[config.mk]
export PLATFORM = sky130hd
export DESIGN_NAME = dff_reg_arbiter_flat
export DESIGN_NICKNAME = d
export VERILOG_FILES = /design/src/rtl/dff_reg_arbiter_pkg.sv /design/src/rtl/dff_reg_arbiter_if.sv /design/src/rtl/dff_reg_arbiter_rr_pick.sv /design/src/rtl/dff_reg_arbiter.sv /design/src/flat_wrapper.sv
export SDC_FILE = /design/constraint.sdc
export NUM_CORES = 1
export LEC_CHECK = 0
export CAP_MARGIN = 20
export CORE_MARGIN = 2
export CORE_UTILIZATION = 42
export CTS_BUF_LIST = sky130_fd_sc_hd__clkbuf_4 sky130_fd_sc_hd__clkbuf_8
export DETAILED_ROUTE_END_ITERATION = 12
export GPL_ROUTABILITY_DRIVEN = 0
export PLACE_DENSITY = 0.79
export SLEW_MARGIN = 20
export SYNTH_ARGS = -nofsm -noshare
export SYNTH_HDL_FRONTEND = slang
export SYNTH_SLANG_ARGS = --single-unit
[constraint.sdc]
create_clock -name clk -period 2.7 [get_ports clk]
set_input_delay 0.54 -clock clk [delete_from_list [all_inputs] [get_ports clk]]
set_output_delay 0.54 -clock clk [all_outputs]
set_load 0.005 [all_outputs]
[src/rtl/dff_reg_arbiter_pkg.sv]
// Purpose: shared types, state encoding and defaults for the shared-register arbiter.
// Latency: n/a (declarations only).
// Backpressure: n/a (declarations only).
package dff_reg_arbiter_pkg;

    // Default geometry: four requesters sharing one byte-wide register.
    localparam int NUM_REQ_DEF = 4;
    localparam int WIDTH_DEF   = 8;
    localparam int IDX_W_DEF   = 2;

    // Sequencer states; encodings are fixed so waveforms and any
    // downstream debug decoders agree on the values.
    typedef enum logic [2:0] {
        ST_IDLE  = 3'd0,
        ST_GRANT = 3'd1,
        ST_LOAD  = 3'd2,
        ST_DONE  = 3'd3,
        ST_CLEAR = 3'd4
    } state_t;

    // Modular add for requester indices; both operands are already below n,
    // so a single conditional subtract is enough.
    function automatic int wrap_add(input int a, input int b, input int n);
        int s;
        s = a + b;
        return (s >= n) ? (s - n) : s;
    endfunction

endpackage

[src/rtl/dff_reg_arbiter_if.sv]
// Purpose: bundles requester, host-clear and shared-register signals of the arbiter.
// Latency: n/a (wiring only).
// Backpressure: level-held REQ/CLR_REQ; GNT/ACK/CLR_DONE return the handshake.
interface dff_reg_arbiter_if
    import dff_reg_arbiter_pkg::*;
#(
    parameter int NUM_REQ = NUM_REQ_DEF,
    parameter int WIDTH   = WIDTH_DEF,
    parameter int IDX_W   = IDX_W_DEF
);

    // Requester side
    logic [NUM_REQ-1:0]       req;
    logic [NUM_REQ*WIDTH-1:0] wr_data;
    logic [NUM_REQ-1:0]       gnt;
    logic [NUM_REQ-1:0]       ack;

    // Host clear side
    logic                     clr_req;
    logic                     clr_done;

    // Shared register side
    logic [WIDTH-1:0]         reg_q;
    logic [WIDTH-1:0]         reg_d;
    logic                     reg_load;
    logic                     reg_clr;

    // Status / readback
    logic [WIDTH-1:0]         rd_data;
    logic [IDX_W-1:0]         owner;
    logic                     busy;

    // Environment view: requesters, host and the register bank.
    modport master (
        output req, wr_data, clr_req, reg_q,
        input  gnt, ack, clr_done, reg_d, reg_load, reg_clr, rd_data, owner, busy
    );

    // Arbiter view.
    modport slave (
        input  req, wr_data, clr_req, reg_q,
        output gnt, ack, clr_done, reg_d, reg_load, reg_clr, rd_data, owner, busy
    );

endinterface

[src/rtl/dff_reg_arbiter_rr_pick.sv]
// Purpose: round-robin winner search starting at ptr (rotate, priority pick, rotate back).
// Latency: combinational, zero cycles.
// Backpressure: none; valid low when no request is asserted.
module dff_reg_arbiter_rr_pick
    import dff_reg_arbiter_pkg::*;
#(
    parameter int NUM_REQ = NUM_REQ_DEF,
    parameter int IDX_W   = IDX_W_DEF
) (
    input  logic [NUM_REQ-1:0] req,
    input  logic [IDX_W-1:0]   ptr,
    output logic [IDX_W-1:0]   winner,
    output logic               valid
);

    logic [NUM_REQ-1:0] rot;
    int                 off;

    // Rotate requests so that the pointer position lands on bit 0.
    always_comb begin
        rot = '0;
        for (int i = 0; i < NUM_REQ; i++) begin
            rot[i] = req[wrap_add(i, int'(ptr), NUM_REQ)];
        end
    end

    // Lowest set bit of the rotated vector is the winner's distance from ptr;
    // adding ptr back (mod NUM_REQ) recovers the absolute index.
    always_comb begin
        valid  = 1'b0;
        off    = 0;
        for (int i = 0; i < NUM_REQ; i++) begin
            if (!valid && rot[i]) begin
                valid = 1'b1;
                off   = i;
            end
        end
        winner = IDX_W'(wrap_add(off, int'(ptr), NUM_REQ));
    end

endmodule

[src/rtl/dff_reg_arbiter.sv]
// Purpose: round-robin arbiter/sequencer sharing one D_FF register among NUM_REQ writers plus a host clear.
// Latency: REQ sampled in IDLE -> GNT next cycle, REG_LOAD one cycle later, ACK the cycle after; clear is one cycle.
// Backpressure: requests held at level; non-owner REQ and CLR_REQ are ignored (not queued) while BUSY.
module dff_reg_arbiter
    import dff_reg_arbiter_pkg::*;
#(
    parameter int NUM_REQ = NUM_REQ_DEF,
    parameter int WIDTH   = WIDTH_DEF,
    parameter int IDX_W   = IDX_W_DEF   // must equal $clog2(NUM_REQ)
) (
    input  logic             clk,
    input  logic             clr_n,
    dff_reg_arbiter_if.slave bus
);

    state_t             state_q, state_d;
    logic [NUM_REQ-1:0] gnt_q, gnt_d;
    logic [NUM_REQ-1:0] ack_q, ack_d;
    logic               clr_done_q, clr_done_d;
    logic [WIDTH-1:0]   reg_d_q, reg_d_d;
    logic               reg_load_q, reg_load_d;
    logic               reg_clr_q, reg_clr_d;
    logic [IDX_W-1:0]   owner_q, owner_d;
    logic               busy_q, busy_d;
    logic [IDX_W-1:0]   ptr_q, ptr_d;

    logic [IDX_W-1:0]   pick_idx;
    logic               pick_vld;
    logic [WIDTH-1:0]   owner_data;

    dff_reg_arbiter_rr_pick #(
        .NUM_REQ (NUM_REQ),
        .IDX_W   (IDX_W)
    ) u_rr_pick (
        .req    (bus.req),
        .ptr    (ptr_q),
        .winner (pick_idx),
        .valid  (pick_vld)
    );

    // Select the current owner's write-data slice.
    always_comb begin
        owner_data = '0;
        for (int i = 0; i < NUM_REQ; i++) begin
            if (owner_q == IDX_W'(i)) begin
                owner_data = bus.wr_data[i*WIDTH +: WIDTH];
            end
        end
    end

    // Next state and next values of every registered output.
    always_comb begin
        state_d    = state_q;
        gnt_d      = gnt_q;
        ack_d      = ack_q;
        clr_done_d = 1'b0;
        reg_d_d    = reg_d_q;
        reg_load_d = 1'b0;
        reg_clr_d  = 1'b0;
        owner_d    = owner_q;
        ptr_d      = ptr_q;

        case (state_q)
            ST_IDLE: begin
                // Host clear outranks every requester.
                if (bus.clr_req) begin
                    state_d    = ST_CLEAR;
                    reg_clr_d  = 1'b1;
                    clr_done_d = 1'b1;
                end else if (pick_vld) begin
                    state_d           = ST_GRANT;
                    owner_d           = pick_idx;
                    gnt_d             = '0;
                    gnt_d[pick_idx]   = 1'b1;
                end
            end

            ST_GRANT: begin
                // Data is sampled exactly once here; later WR_DATA changes are ignored.
                reg_d_d    = owner_data;
                reg_load_d = 1'b1;
                state_d    = ST_LOAD;
            end

            ST_LOAD: begin
                // Register captures REG_D at the edge ending LOAD; acknowledge from then on.
                ack_d   = gnt_q;
                state_d = ST_DONE;
            end

            ST_DONE: begin
                // Hold ACK until the owner releases; then advance the fairness pointer.
                if (!bus.req[owner_q]) begin
                    state_d = ST_IDLE;
                    gnt_d   = '0;
                    ack_d   = '0;
                    ptr_d   = IDX_W'(wrap_add(int'(owner_q), 1, NUM_REQ));
                    owner_d = '0;
                end
            end

            ST_CLEAR: begin
                // One-cycle clear pulse; the fairness pointer is left alone.
                state_d = ST_IDLE;
            end

            default: begin
                state_d = ST_IDLE;
                gnt_d   = '0;
                ack_d   = '0;
                owner_d = '0;
            end
        endcase

        busy_d = (state_d != ST_IDLE);
    end

    // State, pointer and registered outputs; reset abandons any transaction in flight.
    always_ff @(posedge clk or negedge clr_n) begin
        if (!clr_n) begin
            state_q    <= ST_IDLE;
            gnt_q      <= '0;
            ack_q      <= '0;
            clr_done_q <= 1'b0;
            reg_d_q    <= '0;
            reg_load_q <= 1'b0;
            reg_clr_q  <= 1'b0;
            owner_q    <= '0;
            busy_q     <= 1'b0;
            ptr_q      <= '0;
        end else begin
            state_q    <= state_d;
            gnt_q      <= gnt_d;
            ack_q      <= ack_d;
            clr_done_q <= clr_done_d;
            reg_d_q    <= reg_d_d;
            reg_load_q <= reg_load_d;
            reg_clr_q  <= reg_clr_d;
            owner_q    <= owner_d;
            busy_q     <= busy_d;
            ptr_q      <= ptr_d;
        end
    end

    assign bus.gnt      = gnt_q;
    assign bus.ack      = ack_q;
    assign bus.clr_done = clr_done_q;
    assign bus.reg_d    = reg_d_q;
    assign bus.reg_load = reg_load_q;
    assign bus.reg_clr  = reg_clr_q;
    assign bus.owner    = owner_q;
    assign bus.busy     = busy_q;
    // Readback is a straight combinational copy of the shared register.
    assign bus.rd_data  = bus.reg_q;

endmodule
[src/flat_wrapper.sv]
// flat-port wrapper written by rule: the top's interface ports become plain ports
module dff_reg_arbiter_flat import dff_reg_arbiter_pkg::*;
#(
    parameter int NUM_REQ = NUM_REQ_DEF,
    parameter int WIDTH   = WIDTH_DEF,
    parameter int IDX_W   = IDX_W_DEF                                
)
  (clk, clr_n, bus_req, bus_wr_data, bus_clr_req, bus_reg_q, bus_gnt, bus_ack, bus_clr_done, bus_reg_d, bus_reg_load, bus_reg_clr, bus_rd_data, bus_owner, bus_busy);
  dff_reg_arbiter_if #(.NUM_REQ(NUM_REQ), .WIDTH(WIDTH), .IDX_W(IDX_W)) bus_i ();
  input  logic clk;
  input  logic clr_n;
  input wire logic [$bits(bus_i.req)-1:0] bus_req;
  input wire logic [$bits(bus_i.wr_data)-1:0] bus_wr_data;
  input wire logic [$bits(bus_i.clr_req)-1:0] bus_clr_req;
  input wire logic [$bits(bus_i.reg_q)-1:0] bus_reg_q;
  output wire logic [$bits(bus_i.gnt)-1:0] bus_gnt;
  output wire logic [$bits(bus_i.ack)-1:0] bus_ack;
  output wire logic [$bits(bus_i.clr_done)-1:0] bus_clr_done;
  output wire logic [$bits(bus_i.reg_d)-1:0] bus_reg_d;
  output wire logic [$bits(bus_i.reg_load)-1:0] bus_reg_load;
  output wire logic [$bits(bus_i.reg_clr)-1:0] bus_reg_clr;
  output wire logic [$bits(bus_i.rd_data)-1:0] bus_rd_data;
  output wire logic [$bits(bus_i.owner)-1:0] bus_owner;
  output wire logic [$bits(bus_i.busy)-1:0] bus_busy;
  assign bus_i.req = bus_req;
  assign bus_i.wr_data = bus_wr_data;
  assign bus_i.clr_req = bus_clr_req;
  assign bus_i.reg_q = bus_reg_q;
  assign bus_gnt = bus_i.gnt;
  assign bus_ack = bus_i.ack;
  assign bus_clr_done = bus_i.clr_done;
  assign bus_reg_d = bus_i.reg_d;
  assign bus_reg_load = bus_i.reg_load;
  assign bus_reg_clr = bus_i.reg_clr;
  assign bus_rd_data = bus_i.rd_data;
  assign bus_owner = bus_i.owner;
  assign bus_busy = bus_i.busy;
  dff_reg_arbiter #(.NUM_REQ(NUM_REQ), .WIDTH(WIDTH), .IDX_W(IDX_W)) u_core (.clk(clk), .clr_n(clr_n), .bus(bus_i));
endmodule
==> impl_metrics.json <==
{
  "synth_edf_count": 0,
  "core_area_um2": 3660,
  "min_period_ns": 2.31,
  "post-cts-setup-buffer-count": 0,
  "finalHoldViolations": 0,
  "clk_latency_ns": 0.27,
  "cts.sinks": 26,
  "finalClockSkew_ns": 0.00221,
  "clockPowerShare": 0.125,
  "r2r_start": "u_core.ptr_q[0]",
  "holdBufCountCts": 0,
  "setup_violations": 0,
  "criticalPathCategory": "primary input to flip-flop",
  "yosysMostFrequentCell": "dfrtp_1",
  "tightestPinTransition_ns": 0.539,
  "dieWidth_um": 65.8,
  "crit_chain": "clkdlybuf4s50_1, inv_1, nor3_1, a311oi_1, a21oi_1, a211o_1, ha_1, xnor2_1, xnor2_2, a32o_1",
  "finalMaxSlewViolations": 0,
  "drive_gt1_frac": 0.111,
  "grt_pass1_vias": 1335,
  "power_frac_comb": 0.530,
  "antenna_found_initial": 0,
  "max_freq_mhz": 432,
  "cp-startpoint": "bus_req[1]",
  "ys_types": 40,
  "ir_drop_uv": 487,
  "seq_power_share": 0.345,
  "drc_errors": 0,
  "root_buffer": "clkbuf_8",
  "rows": 22,
  "synth-async-reset-ratio": 1.00,
  "arrival_ns": 2.48,
  "status": "completed",
  "cts.repair.resized": 0,
  "hold_path_class": "flip-flop to flip-flop",
  "avgSynthCellArea_um2": 9.72,
  "clkSlewWorstSetupHoldPaths_ns": 0.08,
  "synth-main-ff-cell": "dfrtp_1",
  "worstPathMaxFanout": 5,
  "synth.cell_area_um2": 1600,
  "synth_nets": 217,
  "drt-total-wl_um": 3710,
  "final_core_util": 0.613,
  "gr-total-overflow": 0,
  "drtIter0Drc": 63,
  "cap_violations": 0,
  "hpwl_um": 2780,
  "grt_usage": 0.173,
  "dieArea_um2": 4330,
  "die_h_um": 65.8,
  "io_pins": 77,
  "crit_required_ns": 2.86,
  "yosys_warnings": 0,
  "ys_seq_elements": 26,
  "grt_pass1_wl_um": 5860,
  "worst_setup_path_end_kind": "flip-flop",
  "detail_route.first_pass.iterations": 4,
  "rsz0062_at_grt": "false",
  "cts_tree": "done",
  "power-per-cell-area_nw_per_um2": 874,
  "synth_top_area_frac": 0.406,
  "hold_start": "u_core.bus.reg_d[6]",
  "fin_crit_sh": 0.857,
  "slew_headroom": 0.641,
  "port_buffers": 60,
  "grt_max_degree": 27,
  "cp_num_buf_inv": 2,
  "p_leak_nw": 0.909,
  "yosysSeqAreaShare": 0.406,
  "synthTopCellsByCount": "dfrtp_1 (26), a21oi_1 (19), nor2_1 (16), nor2b_1 (11)",
  "htreeDepth": 1,
  "avgViaCountPerCell": 5.35,
  "crit_family": "compound AO/OA/AOI/OAI gates",
  "tns_ns": 0,
  "via_count": 1419,
  "area_delta_synth_final_pct": 40.0,
  "startpoint_type": "primary input",
  "synthCells": 165,
  "p_int_mw": 1.24,
  "p_sw_mw": 0.721,
  "wl_per_cell_um": 14.0,
  "critPathSlowestCell": "clkdlybuf4s50_1",
  "cpPeakStageDelay_ns": 0.43,
  "final_nets": 270,
  "cts_buffer_depth": 2,
  "switching_share": 0.367,
  "synthTopCellsByArea": "dfrtp_1 (41%), a21oi_1 (5.9%), nor2b_1 (4.3%)",
  "start_util": 0.438,
  "cts-buffers-inserted": 3,
  "yosysTopAreaCell": "dfrtp_1",
  "ant_nets": 0,
  "num_antenna_cells": 0
}
## final timing paths
path / depth (start not counted) / end / slack [ns]
hold / removal: 1 / u_core.bus.reg_d[6] / 0.50
max in group asynchronous: 2 / u_core.bus.owner[1] / 1.81
setup / recovery: 10 / u_core.bus.gnt[3] / 0.39
hold reg to reg: 1 / u_core.bus.reg_d[6] / 0.50
min in group asynchronous: 2 / u_core.bus.reg_d[3] / 0.64
setup reg to reg: 8 / u_core.bus.gnt[3] / 0.59
## power groups by stage
stage          clock network (mW)  logic, mW  registers (mW)
2_1_floorplan                   0      0.660           0.647
3_3_place_gp                    0       1.03           0.683
3_5_place_dp                    0       1.05           0.683
4_1_cts                     0.258       1.05           0.677
5_1_grt                     0.272       1.15           0.698
6_report                    0.245       1.04           0.677
## state kept, by name, summed over array words and instances (netlist names)
signal               cells
u_core.state_q           3
u_core.ptr_q             2
u_core.bus.ack           4
u_core.bus.gnt           4
u_core.bus.reg_d         8
u_core.bus.busy          1
u_core.bus.owner         2
u_core.bus.reg_load      1
u_core.bus.clr_done      1
## kinds of logic after synthesis
logic type,after synthesis,synth area share
buffers and inverters,22,0.0835
XOR/XNOR,2,0.0156
flip-flops,26,0.406
adder cells (fa/ha/maj),5,0.0390
AND/OR/NAND/NOR,60,0.213
AO/OA/AOI/OAI,47,0.213
multiplexers,3,0.0304
## cells in the final DEF (no fill, tap or decap), types with 2 or more instances in the layout
master,instances
o21a_1,3
nor3_2,2
clkdlybuf4s50_1,60
a22o_1,6
a221oi_1,7
nand2_1,10
buf_4,6
a311oi_1,2
nor3_1,10
inv_1,4
clkbuf_8,4
nor2_1,16
ha_1,5
nand2b_1,2
dfrtp_1,26
or3_4,2
a21oi_1,19
a22oi_1,2
nor2b_1,11
## cell type report
type	instances	area, µm²
fillers	306	1420
multi-input cells	117	820
flip-flops and latches	26	651
repair buffers	66	646
well taps	48	60.1
clock buffers	4	55.1
inverters	4	15.0
## stage by stage
step | setup WS (ns) | power [mW] | cells | hold WS (ns) | area, µm²
6_report | 0.385 | 1.96 | 265 | 0.501 | 2250
5_1_grt | 0.277 | 2.12 | 265 | 0.531 | 2250
4_1_cts | 0.374 | 1.99 | 265 | 0.502 | 2250
3_5_place_dp | 0.0791 | 1.73 | 261 | 0.481 | 2190
3_3_place_gp | 0.130 | 1.71 | 261 | 0.473 | 2190
2_1_floorplan | 0.586 | 1.31 | 165 | 0.244 | 1600
## metal layers
| metal | vias up | share of wire | GRT usage | routed length (µm) |
|---|---|---|---|---|
| li1 | 688 | - | - | - |
| met1 | 667 | 0.45 | 0.220 | 1680 |
| met5 | - | 0 | 0 | 0 |
| met3 | 3 | 0.11 | 0.0579 | 395 |
| met2 | 61 | 0.44 | 0.287 | 1620 |
| met4 | 0 | 0.0040 | 0.0391 | 15 |
(Power assumes the default switching activity.)
